### src/rtl/instr_exec_ctrl_pkg.sv
// rtl/instr_exec_ctrl_pkg.sv - shared constants, opcode set and switch record for instr_exec_ctrl
//
// Purpose: instruction geometry, opcode encoding and the record that carries a
// pending thread switch from the decode cycle to the NEXT_THREAD cycle.
package instr_exec_ctrl_pkg;

  localparam int INSTR_LEN  = 16;
  localparam int IADDR_LEN  = 10;
  localparam int OPCODE_W   = 3;
  localparam int OPCODE_MSB = INSTR_LEN - 1;

  typedef enum logic [OPCODE_W-1:0] {
    OP_NOP    = 3'd0,
    OP_EXEC   = 3'd1,
    OP_SETCNT = 3'd2,
    OP_LOOP   = 3'd3,
    OP_JMP    = 3'd4,
    OP_YIELD  = 3'd5,
    OP_HALT   = 3'd6
  } opcode_e;

  // What the NEXT_THREAD cycle must present once the INVALIDATE cycle is over.
  typedef struct packed {
    logic                 jump;
    logic [IADDR_LEN-1:0] addr;
    logic                 executed;
    logic                 done;
  } switch_t;

  // Index of the most significant set bit needed to hold values 0..v.
  function automatic int msb_of(input int v);
    return (v <= 1) ? 0 : $clog2(v + 1) - 1;
  endfunction

endpackage

### src/rtl/instr_exec_ctrl_if.sv
// rtl/instr_exec_ctrl_if.sv - fetch-side bundle between instruction fetch and instr_exec_ctrl
//
// Purpose: groups the fetched-instruction inputs and the fetch control outputs.
// master: fetch stage (drives instruction, instr_valid, thread_num, core_rdy).
// slave : instr_exec_ctrl (drives INVALIDATE, INSTR_WAIT, EXECUTED, NEXT_THREAD,
//         JUMP, jump_addr, exec_valid, exec_op, thread_done, err).
interface instr_exec_ctrl_if #(
  parameter int N_THREADS_MSB = 3
);
  import instr_exec_ctrl_pkg::*;

  logic [INSTR_LEN-1:0]     instruction;
  logic                     instr_valid;
  logic [N_THREADS_MSB:0]   thread_num;
  logic                     core_rdy;

  logic                     INVALIDATE;
  logic                     INSTR_WAIT;
  logic                     EXECUTED;
  logic                     NEXT_THREAD;
  logic                     JUMP;
  logic [IADDR_LEN-1:0]     jump_addr;
  logic                     exec_valid;
  logic [INSTR_LEN-1:0]     exec_op;
  logic                     thread_done;
  logic                     err;

  modport master (
    output instruction, instr_valid, thread_num, core_rdy,
    input  INVALIDATE, INSTR_WAIT, EXECUTED, NEXT_THREAD, JUMP, jump_addr,
    input  exec_valid, exec_op, thread_done, err
  );

  modport slave (
    input  instruction, instr_valid, thread_num, core_rdy,
    output INVALIDATE, INSTR_WAIT, EXECUTED, NEXT_THREAD, JUMP, jump_addr,
    output exec_valid, exec_op, thread_done, err
  );

endinterface

### src/rtl/instr_exec_ctrl_thread_loop_cnt.sv
// rtl/instr_exec_ctrl_thread_loop_cnt.sv - per-thread loop counter RAM with set/decrement/zero flag
//
// Purpose: N_THREADS x CNT_WIDTH distributed RAM, asynchronous read, write on CLK.
// Ports:
//   CLK        clock
//   i_thread   thread whose counter is read and written
//   i_set      load i_set_val into the counter (wins over i_dec)
//   i_set_val  value to load
//   i_dec      decrement the counter (ignored when it is already zero)
//   o_zero     the addressed counter is zero
module thread_loop_cnt #(
  parameter int N_THREADS = 16,
  parameter int THREAD_W  = 4,
  parameter int CNT_WIDTH = 8
) (
  input  logic                 CLK,
  input  logic [THREAD_W-1:0]  i_thread,
  input  logic                 i_set,
  input  logic [CNT_WIDTH-1:0] i_set_val,
  input  logic                 i_dec,
  output logic                 o_zero
);

  // Contents survive reset on purpose: software reloads counters with SETCNT.
  logic [CNT_WIDTH-1:0] r_mem [N_THREADS];
  logic [CNT_WIDTH-1:0] w_rd;

  assign w_rd   = r_mem[i_thread];
  assign o_zero = (w_rd == '0);

  always_ff @(posedge CLK) begin
    if (i_set) begin
      r_mem[i_thread] <= i_set_val;
    end else if (i_dec && !o_zero) begin
      r_mem[i_thread] <= w_rd - CNT_WIDTH'(1);
    end
  end

endmodule

### src/rtl/instr_exec_ctrl.sv
// rtl/instr_exec_ctrl.sv - instruction decode and fetch control stage of a sha512unit CPU
//
// Purpose: decodes each fetched instruction, issues compute ops to the core,
// runs per-thread loops and sequences thread switches / jumps for the fetch stage.
// Ports:
//   CLK      clock
//   RESET_N  synchronous active-low reset
//   bus      instr_exec_ctrl_if.slave: instruction/instr_valid/thread_num/core_rdy in;
//            INVALIDATE, INSTR_WAIT, EXECUTED, NEXT_THREAD, JUMP, jump_addr,
//            exec_valid, exec_op, thread_done, err out (all registered, latency 1)
module instr_exec_ctrl
  import instr_exec_ctrl_pkg::*;
#(
  parameter int N_CORES       = 4,
  parameter int N_THREADS     = 4 * N_CORES,
  parameter int N_THREADS_MSB = msb_of(N_THREADS - 1),
  parameter int CNT_WIDTH     = 8
) (
  input  logic               CLK,
  input  logic               RESET_N,
  instr_exec_ctrl_if.slave   bus
);

  localparam logic [1:0] S_RUN         = 2'd0;
  localparam logic [1:0] S_SW_INV      = 2'd1;
  localparam logic [1:0] S_SW_NEXT     = 2'd2;
  localparam logic [1:0] S_RELOAD_WAIT = 2'd3;

  logic [1:0]            r_state;
  switch_t               r_pend;
  logic                  r_invalidate;
  logic                  r_instr_wait;
  logic                  r_executed;
  logic                  r_next_thread;
  logic                  r_jump;
  logic [IADDR_LEN-1:0]  r_jump_addr;
  logic                  r_exec_valid;
  logic [INSTR_LEN-1:0]  r_exec_op;
  logic                  r_thread_done;
  logic                  r_err;

  logic [OPCODE_W-1:0]   w_op;
  logic [IADDR_LEN-1:0]  w_addr;
  logic [CNT_WIDTH-1:0]  w_imm;
  logic                  w_decode;
  logic                  w_in_switch;
  logic                  w_cnt_zero;
  logic                  w_cnt_set;
  logic                  w_cnt_dec;
  logic                  w_start_sw;
  switch_t               w_sw;
  logic                  w_executed;
  logic                  w_instr_wait;
  logic                  w_exec_valid;
  logic                  w_err_set;

  assign w_op   = bus.instruction[OPCODE_MSB -: OPCODE_W];
  assign w_addr = bus.instruction[IADDR_LEN-1:0];
  assign w_imm  = bus.instruction[CNT_WIDTH-1:0];

  // RELOAD_WAIT decodes exactly like RUN; it only marks that the fetch
  // pipeline is refilling after a switch.
  assign w_decode    = bus.instr_valid && (r_state == S_RUN || r_state == S_RELOAD_WAIT);
  assign w_in_switch = (r_state == S_SW_INV) || (r_state == S_SW_NEXT);

  thread_loop_cnt #(
    .N_THREADS (N_THREADS),
    .THREAD_W  (N_THREADS_MSB + 1),
    .CNT_WIDTH (CNT_WIDTH)
  ) u_loop_cnt (
    .CLK       (CLK),
    .i_thread  (bus.thread_num),
    .i_set     (w_cnt_set && RESET_N),
    .i_set_val (w_imm),
    .i_dec     (w_cnt_dec && RESET_N),
    .o_zero    (w_cnt_zero)
  );

  always_comb begin
    w_cnt_set    = 1'b0;
    w_cnt_dec    = 1'b0;
    w_start_sw   = 1'b0;
    w_sw         = '0;
    w_executed   = 1'b0;
    w_instr_wait = 1'b0;
    w_exec_valid = 1'b0;
    w_err_set    = 1'b0;
    if (w_decode) begin
      case (w_op)
        OP_NOP: w_executed = 1'b1;
        OP_EXEC: begin
          if (bus.core_rdy) begin
            w_exec_valid = 1'b1;
            w_executed   = 1'b1;
          end else begin
            // Fetch re-presents the same instruction until the core accepts it.
            w_instr_wait = 1'b1;
          end
        end
        OP_SETCNT: begin
          w_cnt_set  = 1'b1;
          w_executed = 1'b1;
        end
        OP_LOOP: begin
          if (!w_cnt_zero) begin
            w_cnt_dec  = 1'b1;
            w_start_sw = 1'b1;
            w_sw.jump  = 1'b1;
            w_sw.addr  = w_addr;
          end else begin
            w_executed = 1'b1;
          end
        end
        OP_JMP: begin
          w_start_sw = 1'b1;
          w_sw.jump  = 1'b1;
          w_sw.addr  = w_addr;
        end
        OP_YIELD: begin
          w_start_sw    = 1'b1;
          w_sw.executed = 1'b1;
        end
        OP_HALT: begin
          w_start_sw = 1'b1;
          w_sw.jump  = 1'b1;
          w_sw.addr  = w_addr;
          w_sw.done  = 1'b1;
        end
        default: begin
          w_executed = 1'b1;
          w_err_set  = 1'b1;
        end
      endcase
    end
    // Fetch must stall while the pipeline is being flushed.
    if (bus.instr_valid && w_in_switch) begin
      w_err_set = 1'b1;
    end
  end

  always_ff @(posedge CLK) begin
    if (!RESET_N) begin
      r_state       <= S_RUN;
      r_pend        <= '0;
      r_invalidate  <= 1'b0;
      r_instr_wait  <= 1'b0;
      r_executed    <= 1'b0;
      r_next_thread <= 1'b0;
      r_jump        <= 1'b0;
      r_jump_addr   <= '0;
      r_exec_valid  <= 1'b0;
      r_exec_op     <= '0;
      r_thread_done <= 1'b0;
      r_err         <= 1'b0;
    end else begin
      case (r_state)
        S_RUN, S_RELOAD_WAIT: begin
          if (w_start_sw) begin
            r_state <= S_SW_INV;
            r_pend  <= w_sw;
          end else if (w_decode) begin
            r_state <= S_RUN;
          end
        end
        S_SW_INV:  r_state <= S_SW_NEXT;
        S_SW_NEXT: r_state <= S_RELOAD_WAIT;
        default:   r_state <= S_RUN;
      endcase

      r_invalidate  <= w_start_sw;
      r_instr_wait  <= w_instr_wait;
      r_exec_valid  <= w_exec_valid;
      r_exec_op     <= w_exec_valid ? bus.instruction : '0;
      r_err         <= r_err | w_err_set;

      // The pending switch is presented in the cycle after INVALIDATE.
      r_next_thread <= (r_state == S_SW_INV);
      r_jump        <= (r_state == S_SW_INV) && r_pend.jump;
      r_jump_addr   <= ((r_state == S_SW_INV) && r_pend.jump) ? r_pend.addr : '0;
      r_executed    <= w_executed || ((r_state == S_SW_INV) && r_pend.executed);
      r_thread_done <= (r_state == S_SW_INV) && r_pend.done;
    end
  end

  assign bus.INVALIDATE  = r_invalidate;
  assign bus.INSTR_WAIT  = r_instr_wait;
  assign bus.EXECUTED    = r_executed;
  assign bus.NEXT_THREAD = r_next_thread;
  assign bus.JUMP        = r_jump;
  assign bus.jump_addr   = r_jump_addr;
  assign bus.exec_valid  = r_exec_valid;
  assign bus.exec_op     = r_exec_op;
  assign bus.thread_done = r_thread_done;
  assign bus.err         = r_err;

endmodule

### src/flat_wrapper.sv
// flat-port wrapper written by rule: the top's interface ports become plain ports
module instr_exec_ctrl_flat import instr_exec_ctrl_pkg::*;
#(
  parameter int N_CORES       = 4,
  parameter int N_THREADS     = 4 * N_CORES,
  parameter int N_THREADS_MSB = msb_of(N_THREADS - 1),
  parameter int CNT_WIDTH     = 8
)
  (CLK, RESET_N, bus_instruction, bus_instr_valid, bus_thread_num, bus_core_rdy, bus_INVALIDATE, bus_INSTR_WAIT, bus_EXECUTED, bus_NEXT_THREAD, bus_JUMP, bus_jump_addr, bus_exec_valid, bus_exec_op, bus_thread_done, bus_err);
  instr_exec_ctrl_if #(.N_THREADS_MSB(N_THREADS_MSB)) bus_i ();
  input  logic CLK;
  input  logic RESET_N;
  input wire logic [$bits(bus_i.instruction)-1:0] bus_instruction;
  input wire logic [$bits(bus_i.instr_valid)-1:0] bus_instr_valid;
  input wire logic [$bits(bus_i.thread_num)-1:0] bus_thread_num;
  input wire logic [$bits(bus_i.core_rdy)-1:0] bus_core_rdy;
  output wire logic [$bits(bus_i.INVALIDATE)-1:0] bus_INVALIDATE;
  output wire logic [$bits(bus_i.INSTR_WAIT)-1:0] bus_INSTR_WAIT;
  output wire logic [$bits(bus_i.EXECUTED)-1:0] bus_EXECUTED;
  output wire logic [$bits(bus_i.NEXT_THREAD)-1:0] bus_NEXT_THREAD;
  output wire logic [$bits(bus_i.JUMP)-1:0] bus_JUMP;
  output wire logic [$bits(bus_i.jump_addr)-1:0] bus_jump_addr;
  output wire logic [$bits(bus_i.exec_valid)-1:0] bus_exec_valid;
  output wire logic [$bits(bus_i.exec_op)-1:0] bus_exec_op;
  output wire logic [$bits(bus_i.thread_done)-1:0] bus_thread_done;
  output wire logic [$bits(bus_i.err)-1:0] bus_err;
  assign bus_i.instruction = bus_instruction;
  assign bus_i.instr_valid = bus_instr_valid;
  assign bus_i.thread_num = bus_thread_num;
  assign bus_i.core_rdy = bus_core_rdy;
  assign bus_INVALIDATE = bus_i.INVALIDATE;
  assign bus_INSTR_WAIT = bus_i.INSTR_WAIT;
  assign bus_EXECUTED = bus_i.EXECUTED;
  assign bus_NEXT_THREAD = bus_i.NEXT_THREAD;
  assign bus_JUMP = bus_i.JUMP;
  assign bus_jump_addr = bus_i.jump_addr;
  assign bus_exec_valid = bus_i.exec_valid;
  assign bus_exec_op = bus_i.exec_op;
  assign bus_thread_done = bus_i.thread_done;
  assign bus_err = bus_i.err;
  instr_exec_ctrl #(.N_CORES(N_CORES), .N_THREADS(N_THREADS), .N_THREADS_MSB(N_THREADS_MSB), .CNT_WIDTH(CNT_WIDTH)) u_core (.CLK(CLK), .RESET_N(RESET_N), .bus(bus_i));
endmodule
### config.mk
export PLATFORM = sky130hd
export DESIGN_NAME = instr_exec_ctrl_flat
export DESIGN_NICKNAME = d
export VERILOG_FILES = /design/src/rtl/instr_exec_ctrl_pkg.sv /design/src/rtl/instr_exec_ctrl_if.sv /design/src/rtl/instr_exec_ctrl_thread_loop_cnt.sv /design/src/rtl/instr_exec_ctrl.sv /design/src/flat_wrapper.sv
export SDC_FILE = /design/constraint.sdc
export NUM_CORES = 1
export LEC_CHECK = 0
export CORE_ASPECT_RATIO = 1.5
export CORE_UTILIZATION = 62
export CTS_CLUSTER_DIAMETER = 30
export DETAILED_ROUTE_END_ITERATION = 10
export DONT_BUFFER_PORTS = 1
export PLACE_DENSITY = 0.78
export SETUP_SLACK_MARGIN = 0.15
export SYNTH_ARGS = -nofsm -noshare
export SYNTH_HDL_FRONTEND = slang
export SYNTH_SLANG_ARGS = --single-unit
### constraint.sdc
create_clock -name CLK -period 4.3 [get_ports CLK]
set_input_delay 0.43 -clock CLK [delete_from_list [all_inputs] [get_ports CLK]]
set_output_delay 0.43 -clock CLK [all_outputs]
set_load 0.005 [all_outputs]
## Word-level counts from Yosys, hierarchy flattened

Memory sizes are Yosys's and may differ from the RTL's.
Index checks and enable logic that the tools add are counted.

- Output and inout port bits: 34
- Bits in latches: 0
- Bits in writable memories: 128
- ROM bits: 0
- Register bits: 49
- Bits of input ports: 24
- Memories: 1

- Shift operators: 0
- Order comparisons: 0
- Div/mod/pow operators: 0
- $add $sub $neg: 1
- Reduce and logical (&&, ||, !) cells: 23
- Eq/ne operators: 10
- Multiplexer cells: 31
- Bitwise operators: 2
- $mul: 0

Memory list:

| name | words | bits a word | rd ports | clocked after memory_dff | wr ports | line | text |
|---|---|---|---|---|---|---|---|
| u_core.u_loop_cnt.r_mem | 16 | 8 | 1 | 0 | 1 | instr_exec_ctrl_thread_loop_cnt.sv:25 | `logic [CNT_WIDTH-1:0] r_mem [N_THREADS];` |

Operator list:

| cell | count |
|---|---|
| 2-to-1 mux 1 bit | 22 |
| case mux 11 bit (2 select lines) | 1 |
| 2-to-1 mux 13 bit | 1 |
| 2-to-1 mux 11 bit | 1 |
| equality test 3 bit (second input constant) | 3 |
| logical AND 1 bit | 8 |
| logical NOT 8 bit | 1 |
| 2-to-1 mux 8 bit | 1 |
| subtractor 8 x 1 -> 8 bit (second input constant) | 1 |
| OR reduction 7 bit | 1 |
| equality test 3 x 2 -> 1 bit (second input constant) | 2 |
| case mux 2 bit (3 select lines) | 1 |
| AND reduction 2 bit | 3 |
| equality test 2 bit (second input constant) | 2 |
| 2-to-1 mux 2 bit | 2 |
| OR reduction 2 bit | 2 |
| equality test 3 x 1 -> 1 bit (second input constant) | 1 |
| logical NOT 3 bit | 1 |
| logical OR 1 bit | 3 |
| inequality test 3 x 1 -> 1 bit (second input constant) | 1 |
| case mux 1 bit (3 select lines) | 1 |
| AND reduction 3 bit | 1 |
| OR reduction 3 bit | 1 |
| equality test 2 x 1 -> 1 bit (second input constant) | 1 |
| 4 further kinds | 5 |

## Depth between registers and ports, before layout

Gate-level depths: netlist of the first run.
An unclocked memory read counts as a cell.

- Depth after elaboration: 11
- Gate-level depth with buffers: 12
- Depth with buffers taken out: 8

## Modules after synthesis

A second synthesis of the first run with hierarchy kept.

- Cells, all modules: 391
- Area total of the unflattened synthesis: 6806.5 um^2

Modules (own cells, without submodules):

| module | cells an instance | instances | area each (um^2) | seq. area each (um^2) |
|---|---|---|---|---|
| thread_loop_cnt | 260 | 1 | 5238.8 | 3843.7 |
| instr_exec_ctrl | 131 | 1 | 1567.8 | 980.9 |

## Worst setup path before layout of the first run

OpenSTA, ideal clock, no wires.

- Path kind: input to register
- Start point: in bus_thread_num[1]
- End point: mem u_core.u_loop_cnt.r_mem[0][2] (data pin)
- Buffers on the path: 4
- Setup time: 0.302 ns
- Data required time: 3.998 ns
- Path slack: 0.733 ns
- Arrival time: 3.265 ns
- Stages: 11
- Cell sequence: buf_2 -> buf_2 -> buf_1 -> mux4_2 -> a22o_1 -> a221oi_1 -> ha_1 -> and3_1 -> a21oi_1 -> clkbuf_1 -> a31oi_1

- Longest elaborated chain between the ends: 11
- Elaborated cells on any way between the ends: 13

RTL lines:

| element | line | text |
|---|---|---|
| from (decl) | flat_wrapper.sv:15 | `input wire logic [$bits(bus_i.thread_num)-1:0] bus_thread_num;` |
| memory (16 x 8 bit) (*) | -- |  |
| logical NOT 8 bit | instr_exec_ctrl_thread_loop_cnt.sv:29 | `assign o_zero = (w_rd == '0);` |
| 2-to-1 mux 1 bit | instr_exec_ctrl.sv:105 | `if (!w_cnt_zero) begin` |
| 2-to-1 mux 1 bit | instr_exec_ctrl.sv:89 | `case (w_op)` |
| 2-to-1 mux 1 bit | instr_exec_ctrl.sv:88 | `if (w_decode) begin` |
| logical AND 1 bit | instr_exec_ctrl.sv:75 | `.i_dec (w_cnt_dec && RESET_N),` |
| logical AND 1 bit | instr_exec_ctrl_thread_loop_cnt.sv:34 | `end else if (i_dec && !o_zero) begin` |
| 2-to-1 mux 1 bit | instr_exec_ctrl_thread_loop_cnt.sv:34 |  |
| 2-to-1 mux 1 bit | instr_exec_ctrl_thread_loop_cnt.sv:32 | `if (i_set) begin` |
| 2-to-1 mux 1 bit (implied by the code) | instr_exec_ctrl_thread_loop_cnt.sv:35 | `r_mem[i_thread] <= w_rd - CNT_WIDTH'(1);` |
| 2-to-1 mux 8 bit (no source line) (*) | -- |  |
| to (decl) | instr_exec_ctrl_thread_loop_cnt.sv:25 |  |

Every way passes the cells marked *; elsewhere a longest branch is shown, timed or not.

## Worst setup path in the final report of the first run

- Start point: mem u_core.u_loop_cnt.r_mem[3][0]
- End point: mem u_core.u_loop_cnt.r_mem[4][1] (data pin)

- Longest elaborated chain between the ends: 11
- Elaborated cells on any way between the ends: 13

RTL lines:

| element | line |
|---|---|
| memory (16 x 8 bit) (*) | -- |
| logical NOT 8 bit | instr_exec_ctrl_thread_loop_cnt.sv:29 |
| 2-to-1 mux 1 bit | instr_exec_ctrl.sv:105 |
| 2-to-1 mux 1 bit | instr_exec_ctrl.sv:89 |
| 2-to-1 mux 1 bit | instr_exec_ctrl.sv:88 |
| logical AND 1 bit | instr_exec_ctrl.sv:75 |
| logical AND 1 bit | instr_exec_ctrl_thread_loop_cnt.sv:34 |
| 2-to-1 mux 1 bit | instr_exec_ctrl_thread_loop_cnt.sv:34 |
| 2-to-1 mux 1 bit | instr_exec_ctrl_thread_loop_cnt.sv:32 |
| 2-to-1 mux 1 bit (implied by the code) | instr_exec_ctrl_thread_loop_cnt.sv:35 |
| 2-to-1 mux 8 bit (no source line) (*) | -- |

Marked as above.

==> impl_metrics.csv, run 1 <==
group,metric,value,unit
run_status,outcome,"finished clean",
timing,setup_viol,0,
cells_and_area,nNetsFinal,441,
worst_setup_path,cp.arrival,3.52,ns
routing,viasPerCell,6.39,
cells_and_area,fin_util,71.3,%
floorplanning,ios,58,
power,powerDensity,477,nW/um2
cells_and_area,drive_gt1_share,19.7,%
worst_setup_path,end_kind,"register",
floorplanning,num_rows,46,
yosys,async_flop_share,0,%
global_route,track_usage,27.1,%
cts,clk_latency,0.42,ns
routing,wl_per_cell,24.6,um
timing,maxSlewViolCount,0,
cts,cts_buffers,17,
global_route,overflow,0,
routing,drt_iter0_markers,363,
placement,routabilityCongestion,0.820,
placement,pre_cts_slack,0.740,ns
yosys,syn_area,6800,um2
cts,post_cts_resized,0,
global_route,grt_max_degree,37,
routing,antenna_left,0,
worst_setup_path,crit_path_cell_trace,"mux4_2, a22o_1, a221oi_1, ha_1, and3_1, a21oi_1, buf_4, mux2i_1",
cts,htreeDepth,4,
yosys,syn_inst,395,
routing,first_pass_iters,5,
yosys,synth_edf_count,128,
global_route,first_global_vias,3596,
cells_and_area,stdcell_count,570,
placement,portBuffers,0,
yosys,synth_seq_area_share,70.9,%
routing,route.detailed.drc,0,
yosys,ys.flop_type,"edfxtp_1",
cts,cts_tree,"yes",
yosys,yosysUniqueCellTypes,47,
floorplanning,die_h,130,um
worst_setup_path,worstSetupPathType,"reg -> reg",
floorplanning,die-area,11400,um2
cts,clockRootBuffer,"clkbuf_16",
timing,hold_viol_final,0,
cts,clk_pin_slew,0.07,ns
cells_and_area,fill_cells,634,
timing,whs,0.0800,ns
worst_setup_path,critPathSlowestCell,"mux2i_1",
yosys,synth_warnings,0,
routing,vias,3645,
cts,post-cts-setup-buffer-count,0,
timing,max_slew.worst_pin.slew,1.09,ns
cells_and_area,multiInputGateArea,1840,um2
timing,finClkSkew,0.00762,ns
yosys,avgSynthCellArea,17.2,um2
hold_path,hp-class,"in -> reg",
timing,period_share,80.2,%
worst_setup_path,required,4.37,ns
flow_run,drv_cap,0,
floorplanning,chipWidth,87.5,um
cells_and_area,n_antenna_cell,0,
yosys,synth_seq_cells,177,
cts,cts_buffer_depth,2,
worst_setup_path,cpPeakStageDelay,0.81,ns
timing,final.setup.tns,0,ns
worst_setup_path,cp-start-kind,"register",
cts,cts.sinks,177,
timing,min_period,3.45,ns
worst_setup_path,worstPathMaxFanout,16,
timing,slew_headroom,26.8,%
cells_and_area,area_growth,11.6,%
placement,post-place-cells,538,
timing,timing.fmax,290,MHz
timing,grt_setup_unrepaired,"false",
floorplanning,coreArea,10600,um2
power,p_leak,2.64,nW
power,worst_ir_drop_vdd,0.283,mV
timing,worst_slack,0.851,ns
floorplanning,start_util,63.9,%
cells_and_area,ff_latch_area,4820,um2
cts,cts_hold_buf,0,
global_route,antenna_found_initial,0,
placement,dp_hpwl,8710,um
global_route,grt_pass1_wl,20900,um
routing,routed_wl,14000,um
-- final cells by class --
class	instances	area share (%)
sequential	177	63.6
multi-input combinational	197	24.3
clock buffer	20	6.45
tap	144	2.37
timing repair buffer	17	1.68
clock inverter	12	1.50
inverter	3	0.148
-- power breakdown --
part           total [mW]  internal, mW  switching, mW
Clock                1.53         0.892          0.639
Combinational       0.212        0.0907          0.121
Sequential           1.88          1.87         0.0151
-- routing by layer --
metal / GRT usage (%) / vias up / routed length (um)
met5: 0 / - / 0
met4: 15.5 / 0 / 630
met3: 6.39 / 44 / 1080
met2: 44.3 / 187 / 7180
met1: 33.0 / 1839 / 5150
li1: - / 1575 / -
-- metrics by stage --
| stage | area, um2 | power [mW] |
|---|---|---|
| 5_1_grt | 7590 | 3.73 |
| 3_5_place_dp | 6990 | 2.13 |
| 4_1_cts | 7590 | 3.64 |
| 3_3_place_gp | 6990 | 2.12 |
| 6_report | 7590 | 3.62 |
| 2_1_floorplan | 6810 | 2.10 |
-- worst max-delay path: cells and delay by family, from the launching register on --
kind | cells | cell delay (ns)
compound gates | 3 | 0.72
fa+ha+maj | 1 | 0.23
buf+inv | 1 | 0.21
flops | 1 | 0.39
mux | 2 | 1.31
simple gates | 1 | 0.23
-- kinds of logic after synthesis --
| group | count (synthesis) | synth area share, % |
|---|---|---|
| AO/OA/AOI/OAI | 43 | 5.04 |
| XOR/XNOR | 5 | 0.644 |
| adder cells (fa/ha/maj) | 4 | 0.736 |
| buffers and inverters | 22 | 2.02 |
| flip-flops | 177 | 70.9 |
| multiplexers | 37 | 12.1 |
| other | 1 | 0.0551 |
| AND/OR/NAND/NOR | 106 | 8.44 |
-- cell usage after synthesis, types with 5 or more instances --
cell | number | share of area, %
edfxtp_1 | 128 | 57
dfxtp_1 | 49 | 14
and2_1 | 27 | 2.5
nor2_1 | 24 | 1.3
mux4_2 | 18 | 6.0
nand2_1 | 17 | 0.94
mux4_1 | 14 | 5.4
a21oi_1 | 9 | 0.66
a22o_2 | 9 | 1.3
a22oi_1 | 8 | 0.88
nand3_1 | 7 | 0.52
and3_1 | 6 | 0.55
clkbuf_1 | 6 | 0.33
nor2b_1 | 6 | 0.55
buf_2 | 5 | 0.37
-- final timing paths --
| kind | to | cells after the start | startpoint | slack, ns |
|---|---|---|---|---|
| worst max-delay path | u_core.u_loop_cnt.r_mem[4][1] | 8 | u_core.u_loop_cnt.r_mem[3][0] | 0.85 |
| worst min register to register | u_core.bus.jump_addr[7] | 1 | u_core.r_pend[9] | 0.46 |
| worst min-delay path | u_core.bus.INSTR_WAIT | 1 | bus_core_rdy | 0.08 |
| worst max register to register | u_core.u_loop_cnt.r_mem[4][1] | 8 | u_core.u_loop_cnt.r_mem[3][0] | 0.85 |
-- registers in the layout, indices dropped and copies added (netlist names), 2 cells and up --
register / cells
u_core.bus.exec_op: 16
u_core.bus.jump_addr: 10
u_core.u_loop_cnt.r_mem: 128
u_core.r_state: 2
u_core.r_pend: 13
-- cell usage in the layout, fill, tap and decap left out, drive strengths merged, types with 2 or more instances in the layout --
| cell type | instances |
|---|---|
| nand4b | 2 |
| clkinv | 4 |
| conb | 2 |
| nor2b | 7 |
| edfxtp | 128 |
| nand2 | 19 |
| nand4 | 3 |
| clkbuf | 20 |
| and2 | 27 |
| inv | 10 |
| mux4 | 32 |
| nor4 | 2 |
| xnor2 | 4 |
| buf | 17 |
| a22o | 13 |
| ha | 4 |
| and3 | 6 |
| nand2b | 3 |
| nor2 | 25 |
| a21oi | 9 |
| a221oi | 4 |
| nor3 | 4 |
| dfxtp | 49 |
| nand3 | 7 |
| a22oi | 8 |
| mux2i | 4 |
No activity file was read; power rests on OpenSTA's default activity.
==> run 2: changes to the inputs <==
Settings changed: CORE_UTILIZATION 62 to 56, PLACE_DENSITY 0.78 to 0.74.
Clock period 4.3 ns to 2.85 ns, I/O delays scaled along.
==> run 2 against run 1 <==
Effect of this change:
- power grew 57%
- highest routed layer unchanged
- flip-flop and latch count unchanged
- routed wire length increased by 5.9%
- core utilization increased by 1.8 points
- combinational power rose to 2.5 times the previous value
==> impl_metrics.csv, run 2 (synthesized netlist as in run 1, its figures left out) <==
group,metric,value,unit
power,sw_frac_of_total,21.2,%
hold_path,min_to,"u_core.r_pend[0]",
global_route,busiest_layer,"met2",
cts,cts_buffers,17,
power,clkPwrFrac,40.8,%
routing,antenna_left,0,
flow_run,drv_cap,0,
worst_setup_path,worstSetupPathType,"reg -> reg",
timing,final.setup.tns,0,ns
global_route,use_met1,27.8,%
timing,period_share,97.1,%
worst_setup_path,cp.arrival,2.93,ns
global_route,grt_pass1_wl,21800,um
run_status,outcome,"finished clean",
timing,timing.fmax,361,MHz
power,p_leak,2.95,nW
power,p_sw,1.21,mW
global_route,first_global_vias,3902,
timing,max_slew.worst_pin.slew,0.538,ns
worst_setup_path,worstPathMaxFanout,16,
cts,cts_buffer_depth,2,
hold_path,hold-path-cell-count,2,
timing,hold_viol_final,0,
worst_setup_path,reg2reg_from,"u_core.u_loop_cnt.r_mem[2][0]",
worst_setup_path,r2r_cells,10,
cells_and_area,nNetsFinal,490,
timing,maxSlewViolCount,0,
worst_setup_path,cpPeakStageDelay,0.49,ns
worst_setup_path,reg2reg_slack,0.08,ns
worst_setup_path,critPathSlowestCell,"mux4_2",
power,total_power,5.70,mW
worst_setup_path,r2r_end,"u_core.u_loop_cnt.r_mem[0][6]",
floorplanning,start_util,58.4,%
hold_path,hp-class,"in -> reg",
floorplanning,num_rows,48,
power,p_seq_share,49.8,%
global_route,grt_util_met2,42.2,%
floorplanning,ios,58,
cells_and_area,area_growth,25.2,%
power,p_int,4.49,mW
floorplanning,coreArea,11700,um2
cts,clockRootBuffer,"clkbuf_16",
timing,slew_headroom,64.1,%
timing,setup_viol,0,
timing,finClkSkew,0.0127,ns
cts,clk_pin_slew,0.06,ns
routing,drt_iter0_markers,334,
cts,cts_tree,"yes",
cells_and_area,final_common_cell,"edfxtp_1",
worst_setup_path,required,3.01,ns
cells_and_area,n_antenna_cell,0,
routing,vias,3811,
cells_and_area,fin_util,73.1,%
floorplanning,chipWidth,92.0,um
timing,min_period,2.77,ns
cells_and_area,layout_common_cells,"edfxtp_1 (128), dfxtp_1 (49), buf_4 (36)",
worst_setup_path,timing.critical_path.buf_inv,2,
routing,route.detailed.drc,0,
power,worst_ir_drop_vdd,0.427,mV
placement,dp_hpwl,8960,um
global_route,track_usage,24.2,%
worst_setup_path,cp-start-kind,"register",
power,pwr-share-comb,9.4,%
routing,wl_per_cell,23.8,um
global_route,grt_use_met3,6.06,%
global_route,antenna_found_initial,0,
hold_path,hp-start,"bus_instruction[14]",
cts,htreeDepth,4,
cts,clk_latency,0.42,ns
routing,viasPerCell,6.10,
global_route,overflow,0,
floorplanning,die_h,137,um
placement,portBuffers,0,
global_route,grt_max_degree,37,
floorplanning,die-area,12600,um2
timing,grt_setup_unrepaired,"true",
cells_and_area,largest_reg_flops,128,
timing,whs,0.0135,ns
placement,routabilityCongestion,0.817,
cells_and_area,stdcell_count,625,
worst_setup_path,crit_path_cell_trace,"mux4_2, a22o_1, a221oi_4, buf_4, ha_4, nand2_2, nor4_4, xnor2_2, a21oi_4, buf_12",
cells_and_area,largest-register,"u_core.u_loop_cnt.r_mem",
cts,cts.sinks,177,
cells_and_area,drive_gt1_share,33.7,%
worst_setup_path,end_kind,"register",
power,powerDensity,669,nW/um2
placement,post-place-cells,556,
worst_setup_path,path_delay_family,"compound AO/OA/AOI/OAI gates",
routing,first_pass_iters,5,
routing,routed_wl,14900,um
[run 2: area by class of cell]
cell class	instances	area [um2]
Inverter	3	11.3
Timing Repair Buffer	65	649
Tap cell	150	188
Clock buffer	21	460
Clock inverter	11	135
Fill cell	666	3140
Sequential cell	177	4820
Multi-Input combinational cell	198	2250
[run 2: worst max path at each step]
stage	start	endpoint	slack, ns	cells past startpoint
4_1_cts	u_core.u_loop_cnt.r_mem[2][0]	u_core.u_loop_cnt.r_mem[2][0]	0.1	8
6_report	u_core.u_loop_cnt.r_mem[2][0]	u_core.u_loop_cnt.r_mem[0][6]	0.08	10
3_5_place_dp	bus_thread_num[2]	u_core.u_loop_cnt.r_mem[1][6]	-0.12	9
3_3_place_gp	bus_thread_num[2]	u_core.u_loop_cnt.r_mem[1][4]	-0.06	9
5_1_grt	u_core.u_loop_cnt.r_mem[3][0]	u_core.u_loop_cnt.r_mem[10][0]	0.01	10
2_1_floorplan	bus_thread_num[0]	u_core.u_loop_cnt.r_mem[0][2]	0.03	11
[run 2: routing by layer]
layer  routed length [um]  vias to the layer above  part of all wire (%)
li1                     -                     1683                     -
met4                  308                        0                   2.1
met2                 8290                      166                    56
met5                    0                        -                     0
met3                  738                       21                   5.0
met1                 5540                     1941                    37
[run 2: worst register-to-register path, cell delays in order, from the launching register on]
cell and delay, ns:
edfxtp_1 0.38, mux4_2 0.49, a22o_1 0.26, a221oi_4 0.26, buf_4 0.20, ha_4 0.14, nand2_2 0.08, nor4_4 0.26
xnor2_2 0.18, a21oi_4 0.10, buf_12 0.16
[run 2: through the flow]
step | setup slack (ns) | area [um2]
floorplan | 0.0334 | 7040
CTS | 0.0987 | 8230
global placement | -0.0571 | 7330
detailed placement | -0.123 | 7330
global route | 0.0138 | 8520
finish | 0.0821 | 8520
[run 2: power groups by stage]
stage / Clock (mW) / Sequential (mW) / Combinational (mW)
floorplan: 0 / 2.89 / 0.320
global placement: 0 / 2.89 / 0.409
detailed placement: 0 / 2.89 / 0.429
CTS: 2.35 / 2.84 / 0.478
global route: 2.46 / 2.84 / 0.572
finish: 2.33 / 2.84 / 0.535
[run 2: what timing repair did]
item / CTS / global route
pin swaps: 4 / 7
hold endpoints to repair: 25 / 5
gates resized for setup: 18 / 24
setup endpoints to repair: 214 / 198
setup buffers: 7 / 10
cloned: 0 / 2
hold buffers: 15 / 3
